$ cat src/rtl/cgra_io_stream_ctrl_if.sv
// Host/array signal bundle for the CGRA IO stream controller.
// slave = controller side, master = host plus array IO PEs.
interface cgra_io_stream_ctrl_if #(
    parameter int SYS_DWIDTH = 32,
    parameter int AW         = 4
);
    logic                    In_Valid;
    logic                    In_Ready;
    logic [2*SYS_DWIDTH-1:0] In_Data;
    logic                    Start;
    logic [AW:0]             Run_Len;
    logic                    Out_Valid;
    logic                    Out_Ready;
    logic [2*SYS_DWIDTH-1:0] Out_Data;
    logic                    Done;
    logic [SYS_DWIDTH-1:0]   Data0_Load;
    logic [SYS_DWIDTH-1:0]   Data1_Load;
    logic [SYS_DWIDTH-1:0]   Data0_Store;
    logic [SYS_DWIDTH-1:0]   Data1_Store;
    logic                    PE_Array_Busy;

    modport slave (
        input  In_Valid, In_Data, Start, Run_Len, Out_Ready, Data0_Store, Data1_Store,
        output In_Ready, Out_Valid, Out_Data, Done, Data0_Load, Data1_Load, PE_Array_Busy
    );

    modport master (
        output In_Valid, In_Data, Start, Run_Len, Out_Ready, Data0_Store, Data1_Store,
        input  In_Ready, Out_Valid, Out_Data, Done, Data0_Load, Data1_Load, PE_Array_Busy
    );
endinterface

$ cat src/rtl/cgra_io_stream_ctrl.sv
// Buffers host words, feeds them to the IO PE load ports for one run, captures the
// store ports CAP_LAT cycles later and drains the results to the host on valid/ready.
module cgra_io_stream_ctrl #(
    parameter int SYS_DWIDTH = 32,
    parameter int DEPTH      = 16,
    parameter int AW         = 4,
    parameter int CAP_LAT    = 2
) (
    input  logic                 Clk,
    input  logic                 Reset,
    cgra_io_stream_ctrl_if.slave io
);
    localparam int DW = 2 * SYS_DWIDTH;
    localparam logic [AW:0] DEPTH_C = (AW+1)'(DEPTH);
    localparam logic [AW:0] CAP_C   = (AW+1)'(CAP_LAT);

    typedef enum logic [1:0] {IDLE, RUN, DRAIN} state_t;

    state_t                state_q, state_d;
    logic [AW:0]           fill_cnt_q, fill_cnt_d;
    logic [AW:0]           len_q, len_d;
    logic [AW:0]           run_cnt_q, run_cnt_d;
    logic [AW:0]           rd_ptr_q, rd_ptr_d;
    logic [SYS_DWIDTH-1:0] load0_q, load0_d, load1_q, load1_d;
    logic                  busy_q, busy_d;
    logic                  done_q, done_d;

    logic [DW-1:0] in_mem_q  [DEPTH];
    logic [DW-1:0] res_mem_q [DEPTH];

    logic          in_ready, out_vld;
    logic [DW-1:0] out_dat;
    logic          in_hs, out_hs, start_ok, cap_en, last_cap, last_rd;
    logic [AW:0]   cap_idx, nidx;
    logic          load_en;
    logic [DW-1:0] load_word;

    assign in_hs    = io.In_Valid & in_ready;
    assign out_hs   = out_vld & io.Out_Ready;
    assign start_ok = io.Start && (io.Run_Len != '0) && (io.Run_Len <= DEPTH_C);
    assign cap_en   = (state_q == RUN) && (run_cnt_q >= CAP_C);
    assign cap_idx  = run_cnt_q - CAP_C;
    assign last_cap = (state_q == RUN) && (run_cnt_q == len_q + CAP_C - 1'b1);
    assign last_rd  = out_hs && (rd_ptr_q == len_q - 1'b1);

    always_ff @(posedge Clk) begin
        if (Reset) state_q <= IDLE;
        else       state_q <= state_d;
    end

    always_comb begin
        state_d = state_q;
        case (state_q)
            IDLE:    if (start_ok) state_d = RUN;
            RUN:     if (last_cap) state_d = DRAIN;
            DRAIN:   if (last_rd)  state_d = IDLE;
            default: state_d = IDLE;
        endcase
    end

    always_comb begin
        in_ready = (state_q == IDLE) && (fill_cnt_q != DEPTH_C);
        out_vld  = (state_q == DRAIN);
        out_dat  = out_vld ? res_mem_q[rd_ptr_q[AW-1:0]] : '0;
    end

    always_comb begin
        fill_cnt_d = fill_cnt_q;
        len_d      = len_q;
        run_cnt_d  = run_cnt_q;
        rd_ptr_d   = rd_ptr_q;
        nidx       = '0;
        load_en    = 1'b0;
        load_word  = '0;

        if (in_hs)   fill_cnt_d = fill_cnt_q + 1'b1;
        if (last_rd) fill_cnt_d = '0;

        case (state_q)
            IDLE: if (start_ok) begin
                len_d     = io.Run_Len;
                run_cnt_d = '0;
                rd_ptr_d  = '0;
                load_en   = 1'b1;
            end
            RUN: begin
                run_cnt_d = run_cnt_q + 1'b1;
                nidx      = run_cnt_q + 1'b1;
                load_en   = (nidx < len_q);
            end
            DRAIN: if (out_hs) rd_ptr_d = rd_ptr_q + 1'b1;
            default: ;
        endcase

        // A word accepted in the Start cycle is entry 0 of the run, so bypass the buffer.
        if (load_en) begin
            if (in_hs && (nidx == fill_cnt_q)) load_word = io.In_Data;
            else if (nidx < fill_cnt_q)        load_word = in_mem_q[nidx[AW-1:0]];
        end

        load0_d = load_word[SYS_DWIDTH-1:0];
        load1_d = load_word[DW-1:SYS_DWIDTH];
        busy_d  = (state_d == RUN);
        done_d  = last_rd;
    end

    always_ff @(posedge Clk) begin
        if (Reset) begin
            fill_cnt_q <= '0;
            len_q      <= '0;
            run_cnt_q  <= '0;
            rd_ptr_q   <= '0;
            load0_q    <= '0;
            load1_q    <= '0;
            busy_q     <= 1'b0;
            done_q     <= 1'b0;
        end else begin
            fill_cnt_q <= fill_cnt_d;
            len_q      <= len_d;
            run_cnt_q  <= run_cnt_d;
            rd_ptr_q   <= rd_ptr_d;
            load0_q    <= load0_d;
            load1_q    <= load1_d;
            busy_q     <= busy_d;
            done_q     <= done_d;
        end
    end

    always_ff @(posedge Clk) begin
        if (!Reset && in_hs)  in_mem_q[fill_cnt_q[AW-1:0]] <= io.In_Data;
        if (!Reset && cap_en) res_mem_q[cap_idx[AW-1:0]]   <= {io.Data1_Store, io.Data0_Store};
    end

    assign io.In_Ready      = in_ready;
    assign io.Out_Valid     = out_vld;
    assign io.Out_Data      = out_dat;
    assign io.Done          = done_q;
    assign io.Data0_Load    = load0_q;
    assign io.Data1_Load    = load1_q;
    assign io.PE_Array_Busy = busy_q;
endmodule

$ cat src/flat_wrapper.sv
// flat-port wrapper written by rule: the top's interface ports become plain ports
module cgra_io_stream_ctrl_flat 
#(
    parameter int SYS_DWIDTH = 32,
    parameter int DEPTH      = 16,
    parameter int AW         = 4,
    parameter int CAP_LAT    = 2
)
  (Clk, Reset, io_In_Valid, io_In_Data, io_Start, io_Run_Len, io_Out_Ready, io_Data0_Store, io_Data1_Store, io_In_Ready, io_Out_Valid, io_Out_Data, io_Done, io_Data0_Load, io_Data1_Load, io_PE_Array_Busy);
  cgra_io_stream_ctrl_if #(.SYS_DWIDTH(SYS_DWIDTH), .AW(AW)) io_i ();
  input  logic Clk;
  input  logic Reset;
  input wire logic [$bits(io_i.In_Valid)-1:0] io_In_Valid;
  input wire logic [$bits(io_i.In_Data)-1:0] io_In_Data;
  input wire logic [$bits(io_i.Start)-1:0] io_Start;
  input wire logic [$bits(io_i.Run_Len)-1:0] io_Run_Len;
  input wire logic [$bits(io_i.Out_Ready)-1:0] io_Out_Ready;
  input wire logic [$bits(io_i.Data0_Store)-1:0] io_Data0_Store;
  input wire logic [$bits(io_i.Data1_Store)-1:0] io_Data1_Store;
  output wire logic [$bits(io_i.In_Ready)-1:0] io_In_Ready;
  output wire logic [$bits(io_i.Out_Valid)-1:0] io_Out_Valid;
  output wire logic [$bits(io_i.Out_Data)-1:0] io_Out_Data;
  output wire logic [$bits(io_i.Done)-1:0] io_Done;
  output wire logic [$bits(io_i.Data0_Load)-1:0] io_Data0_Load;
  output wire logic [$bits(io_i.Data1_Load)-1:0] io_Data1_Load;
  output wire logic [$bits(io_i.PE_Array_Busy)-1:0] io_PE_Array_Busy;
  assign io_i.In_Valid = io_In_Valid;
  assign io_i.In_Data = io_In_Data;
  assign io_i.Start = io_Start;
  assign io_i.Run_Len = io_Run_Len;
  assign io_i.Out_Ready = io_Out_Ready;
  assign io_i.Data0_Store = io_Data0_Store;
  assign io_i.Data1_Store = io_Data1_Store;
  assign io_In_Ready = io_i.In_Ready;
  assign io_Out_Valid = io_i.Out_Valid;
  assign io_Out_Data = io_i.Out_Data;
  assign io_Done = io_i.Done;
  assign io_Data0_Load = io_i.Data0_Load;
  assign io_Data1_Load = io_i.Data1_Load;
  assign io_PE_Array_Busy = io_i.PE_Array_Busy;
  cgra_io_stream_ctrl #(.SYS_DWIDTH(SYS_DWIDTH), .DEPTH(DEPTH), .AW(AW), .CAP_LAT(CAP_LAT)) u_core (.Clk(Clk), .Reset(Reset), .io(io_i));
endmodule
$ cat config.mk
export PLATFORM = sky130hd
export DESIGN_NAME = cgra_io_stream_ctrl_flat
export DESIGN_NICKNAME = d
export VERILOG_FILES = /design/src/rtl/cgra_io_stream_ctrl_if.sv /design/src/rtl/cgra_io_stream_ctrl.sv /design/src/flat_wrapper.sv
export SDC_FILE = /design/constraint.sdc
export NUM_CORES = 2
export LEC_CHECK = 0
export CAP_MARGIN = 20
export CORE_AREA = 4 4 492 299
export CTS_CLUSTER_DIAMETER = 50
export DETAILED_ROUTE_END_ITERATION = 8
export DIE_AREA = 0 0 496 303
export GPL_TIMING_DRIVEN = 0
export PLACE_DENSITY_LB_ADDON = 0.12
export SLEW_MARGIN = 20
export SYNTH_ARGS = -nofsm -noshare
export SYNTH_HDL_FRONTEND = slang
export SYNTH_SLANG_ARGS = --single-unit
$ cat constraint.sdc
create_clock -name Clk -period 9 [get_ports Clk]
set_clock_uncertainty 0.05 [all_clocks]
set_input_delay 1.35 -clock Clk [delete_from_list [all_inputs] [get_ports Clk]]
set_output_delay 1.35 -clock Clk [all_outputs]
set_load 0.1 [all_outputs]
### Yosys cells after proc, flatten, opt, wreduce, memory -nomap -nowiden

Memory sizes are Yosys's and may differ from the RTL's. A register that Yosys moved wholly into a read port is not among the register bits.
Index checks and enable logic that the tools add are counted.

* output and inout bits: 132
* logic and storage cells: 73
* bits in writable memories: 2048
* register bits after elaboration: 88
* memories: 2
* input port bits: 138

* reductions and logical operators: 19
* bitwise operators: 3
* add/sub/neg operators: 7
* magnitude comparators: 4
* equal/unequal tests: 9
* muxes and demuxes: 20

Memory list
* u_core.in_mem_q: depth 16, width 64, read ports 1, clocked after memory_dff 0, wr ports 1, line cgra_io_stream_ctrl.sv:28 `logic [DW-1:0] in_mem_q [DEPTH];`
* u_core.res_mem_q: depth 16, width 64, read ports 1, clocked after memory_dff 1, wr ports 1, line cgra_io_stream_ctrl.sv:29 `logic [DW-1:0] res_mem_q [DEPTH];`

Operators by type and width (count)
* 64-bit two-way mux: 3
* 5-bit one-hot mux with 2 select lines: 2
* 5-bit by 1-bit adder with 5-bit output, second input constant: 3
* 5-bit == test: 3
* 5-bit two-way mux: 3
* 5-bit less-than comparator: 2
* 5-bit by 1-bit subtractor with 5-bit output, second input constant: 2
* 1-bit logical AND: 9
* 4-bit two-way mux: 2
* 2-bit two-way mux: 3
* 2-bit one-hot mux with 3 select lines: 1
* 5-bit by 2-bit adder with 5-bit output, second input constant: 1
* 5-bit by 2-bit >= comparator with 1-bit output, second input constant: 1
* 5-bit less-or-equal comparator, second input constant: 1
* 1-bit two-way mux: 5
* 5-bit inequality test, second input constant: 1
* 5-bit nonzero test: 1
* 2-bit by 1-bit == test with 1-bit output, second input constant: 2
* 2-bit AND reduction: 2
* 2-bit nonzero test: 2
* 2-bit OR reduction: 2
* 4-bit by 2-bit subtractor with 4-bit output, second input constant: 1
* 3-bit AND reduction: 1
* 1-bit AND: 2
* other kinds (7): 7

### Longest topological paths before layout

* word-level depth: 7
* depth in mapped cells: 16

### Worst setup path after synthesis

Ideal clock, no wire load.

* path type: input-to-reg
* start: input io_In_Valid
* end: memory u_core.in_mem_q[3][0] in the netlist's numbering, enable pin
* setup slack: 2.046 ns
* required time: 8.385 ns
* data arrival time: 6.339 ns
* setup time: 0.565 ns
* path buffers: 0
* cell stages on the path: 4
* path through: o311a_1 nor2b_1 nand2_1 nor3_1

* word-level cells in the longest chain between the ends: 4

Ends and longest elaborated chain
* from (decl): line flat_wrapper.sv:13 `input wire logic [$bits(io_i.In_Valid)-1:0] io_In_Valid;`
* 1-bit AND: line cgra_io_stream_ctrl.sv:38 `assign in_hs = io.In_Valid & in_ready;`
* 1-bit logical AND: line cgra_io_stream_ctrl.sv:130 `if (!Reset && in_hs) in_mem_q[fill_cnt_q[AW-1:0]] <= io.In_Data;`
* 1-bit two-way mux: line cgra_io_stream_ctrl.sv:130
* 1-bit two-way mux (implied by the code): line cgra_io_stream_ctrl.sv:130
* to (decl): line cgra_io_stream_ctrl.sv:28

Every way passes these cells.

### Final worst setup path

* start: register u_core.run_cnt_q[0]
* end: register u_core.load1_q[20] (netlist: u_core.io.Data1_Load[20])

* word-level cells in the longest chain between the ends: 5
* elaborated cells between the ends (all ways): 12

Ends and longest elaborated chain
* from (decl): line cgra_io_stream_ctrl.sv:22 `logic [AW:0] run_cnt_q, run_cnt_d;`
* from (signal assigned): line cgra_io_stream_ctrl.sv:120 `run_cnt_q <= run_cnt_d;`
* 5-bit by 1-bit adder with 5-bit output (*): line cgra_io_stream_ctrl.sv:88 `nidx = run_cnt_q + 1'b1;`
* 5-bit two-way mux (*): line cgra_io_stream_ctrl.sv:79 `case (state_q)`
* named net u_core.nidx[1]: line cgra_io_stream_ctrl.sv:34 `logic [AW:0] cap_idx, nidx;`
* memory read 16 x 64 bit, or another cell as far along
* 64-bit two-way mux / 1-bit logical AND (equally long branches): line cgra_io_stream_ctrl.sv:98, cgra_io_stream_ctrl.sv:97
* 64-bit two-way mux (*): line cgra_io_stream_ctrl.sv:97 `if (in_hs && (nidx == fill_cnt_q)) load_word = io.In_Data;`
* to (signal assigned): line cgra_io_stream_ctrl.sv:123 `load1_q <= load1_d;`
* to (decl): line cgra_io_stream_ctrl.sv:24 `logic [SYS_DWIDTH-1:0] load0_q, load0_d, load1_q, load1_d;`

The timed path passes the listed nets; every way through them passes the cells marked *.
A chain may end at the register's enable or synchronous reset.

==> summary.md <==
| Metric | Value |
|---|---|
| Final HPWL DP | 151 mm |
| Async set-or-reset flop fraction in the synthesized netlist | 0 |
| CP Launch Type | flop |
| Crit. End Element | flop |
| Vias in the first global route | 45,300 |
| Most frequent cell after synthesis | edfxtp_1 |
| Clock Sinks | 2,140 |
| Least-Margin Pin Slew | 1.22 ns |
| Peak VDD IR | 0.182 mV |
| Port bufs | 269 |
| Footprint of the multi-input gates | 19,300 um^2 |
| Post-synth top area share | 0.734 |
| WL final | 223 mm |
| Worst slew margin relative to its limit | 0.184 |
| Dpl ws | 2.38 ns |
| Hold Buf Count CTS | 0 |
| Main combinational cell family by area after synthesis | multiplexers |
| Power density cells | 205 nW/um^2 |
| Multiplexer area fraction after synthesis | 0.135 |
| Via density | 6.62 |
| Slew Limit Fails | 0 |
| Post-CTS Setup Bufs | 0 |
| Layout fillers | 9,025 |
| Simple-gate area share of the yosys netlist | 0.0369 |
| Final setup fails | 0 |
| Top Ports | 270 |
| YS warnings | 0 |
| Die Width | 496 um |
| Status | finished clean |
| GRT Overall Usage | 0.297 |
| ANT nets after route | 0 |
| Core Region | 142,000 um^2 |
| Drt drc | 0 |
| Synth-to-layout area growth | 17.0% |
| First-pass DRT Iterations | 8 |
| Worst R2R Path Depth | 17 |
| Vias | 46,700 |
| Mapped Cells | 4,375 |
| WP data arrival | 7.59 ns |
| FF+latch area | 63,300 um^2 |
| Reg clk slew, reported paths | 0.07 ns |
| Mapped cell area | 83,700 um^2 |
| Area leader, netlist | edfxtp_1 |
| EDFF count, synth | 2,048 |
| Hold path cells | 2 |
| Initial antenna violation count | 11 |
| Most used DFF post-synth | edfxtp_1 |
| Die H | 303 um |
| Synth unique cells | 50 |
| Mean Syn Cell Area | 19.1 um^2 |
| CTS Buf Count | 187 |
| GPL Wtd Cong | 0.828 |
| Row cnt | 107 |
| Cts repair resizes | 0 |
| CP required | 9.60 ns |
| Final nets | 5,141 |
| Max Buffers Root-to-Sink | 3 |
| Slack of the critical path | 2.01 ns |
| Post-DR wirelength/cell | 31.6 um |
| Setup CP Type | flop to flop |
| Setup TNS | 0 ns |
| Grt ovf | 0 |
| Max_cap viols | 0 |
| Unrepaired setup endpoints after global routing | false |
| Synthesized flop and latch total | 2,140 |
| Final Cycle Share | 0.776 |
| Post-synthesis adder-cell area fraction | 0.00344 |
| CTS tree | done |
| Critical path peak fanout | 11 |
| Synth Area in Compound Gates | 0.0490 |
| Die area | 150,000 um^2 |
| Fin crit period | 6.99 ns |
| Syn_nets | 4,536 |
| Synth top cells by count | edfxtp_1, mux4_2, nand2_1 |
| Register area share after synthesis | 0.756 |
| Worst Hold Class | flop to flop |
| Layout cell share with drive strength beyond 1 | 0.210 |
| First-pass GRT wire length | 320 mm |
| H-tree Lvls | 4 |
| CTS root buffer | clkbuf_16 |
| Initial Util | 0.590 |
| Area contributors post-synth | edfxtp_1, mux4_2, mux2_2, mux2i_1, dfxtp_1 |
| XOR/XNOR Fraction of Synth Area | 0.00273 |
| Largest net degree at the start of global routing | 23 |
| Final hold viol count | 0 |
| Drt initial violations | 7,061 |
| Fmax | 0.143 GHz |
| Clk_lat worst skew | 0.82 ns |
| Leak | 30.1 nW |
[flip-flops by register name (all words and copies together) (netlist names), 5 cells and up, named ones only]
register              count
u_core.len_q              5
u_core.io.Data1_Load     32
u_core.in_mem_q        1024
u_core.fill_cnt_q         5
u_core.run_cnt_q          5
u_core.rd_ptr_q           5
u_core.res_mem_q       1024
u_core.io.Data0_Load     32
[metal layers]
layer | up-vias | part of all wire | global-route usage
li1 | 19300 | - | -
met1 | 24200 | 0.43 | 0.478
met2 | 2991 | 0.43 | 0.411
met3 | 306 | 0.12 | 0.0692
met4 | 4 | 0.022 | 0.0771
met5 | - | 0.00010 | 0
[metrics by stage]
step	utilization	hold slack [ns]	area [um^2]	total power [W]	cells
after detailed placement	0.648	0.478	92000	0.0124	6698
after global placement	0.626	0.479	88800	0.0123	6551
final	0.690	0.504	97900	0.0201	7053
after floorplan	-	0.428	83700	0.0118	4375
after CTS	0.690	0.494	97900	0.0201	7046
after global routing	0.690	0.524	97900	0.0207	7049
[placed cells by master (no fill, tap or decap), types with 8 or more instances in the layout]
cell type / count
ha_1: 23
nor2_4: 28
o311ai_1: 53
buf_12: 43
nand2b_1: 8
buf_1: 17
o2bb2ai_1: 65
a211oi_1: 63
o221ai_1: 187
buf_2: 87
clkdlybuf4s50_1: 269
clkinv_1: 30
o311ai_0: 9
dfxtp_1: 92
mux4_2: 323
xnor2_1: 15
nand4_1: 130
clkbuf_16: 187
edfxtp_1: 2048
mux2_2: 186
and2_1: 128
a21oi_1: 141
nand2_1: 285
nor2_1: 20
clkbuf_1: 212
clkinv_2: 41
bufinv_16: 12
inv_6: 10
buf_4: 48
buf_16: 63
inv_1: 14
mux2i_1: 196
clkbuf_2: 9
clkbuf_8: 11
xor2_1: 8
[cell type report]
type | count | area share
Timing Repair Buffer | 416 | 0.0575
Sequential cell | 2140 | 0.647
Clock inverter | 103 | 0.00930
Tap cell | 1907 | 0.0244
Buffer | 294 | 0.0132
Antenna cell | 7 | 0.000179
Clock buffer | 245 | 0.0511
Inverter | 18 | 0.000716
Multi-Input combinational cell | 1923 | 0.197
[final timing paths]
kind / slack [ns] / start / to
max: 2.01 / u_core.run_cnt_q[0] / u_core.io.Data1_Load[20]
min: 0.50 / u_core.len_q[4] / u_core.len_q[4]
max reg2reg: 2.01 / u_core.run_cnt_q[0] / u_core.io.Data1_Load[20]
min reg2reg: 0.50 / u_core.len_q[4] / u_core.len_q[4]
[critical path: stages, from the launching register on]
cell	delay (ns)
dfxtp_1	0.41
buf_2	0.44
buf_2	0.34
clkinv_1	0.41
clkbuf_1	0.60
clkbuf_1	0.53
ha_1	0.58
nand2_1	0.11
buf_2	0.27
inv_2	0.25
buf_2	0.35
ha_1	0.30
nand4_1	0.11
a21o_1	0.09
nand4_1	0.56
buf_6	0.41
clkbuf_1	0.38
o2bb2ai_1	0.61
[report_power, final]
part / internal (W) / switching, W / total [W] / leakage, nW
logic: 0.000359 / 0.000834 / 0.00119 / 8.04
clock network: 0.00429 / 0.00360 / 0.00789 / 2.92
registers: 0.0110 / 0.0000247 / 0.0110 / 19.2
total: 0.0156 / 0.00446 / 0.0201 / 30.1
[cells by family after synthesis]
family,Yosys count
xor gates and xnor gates,24
buffers and inverters,312
AOI/OAI and AO/OA,541
DFF,2140
muxes,705
adders and majority gates,23
and+or+nand+nor,630
No activity file was read; power rests on OpenSTA's default activity.
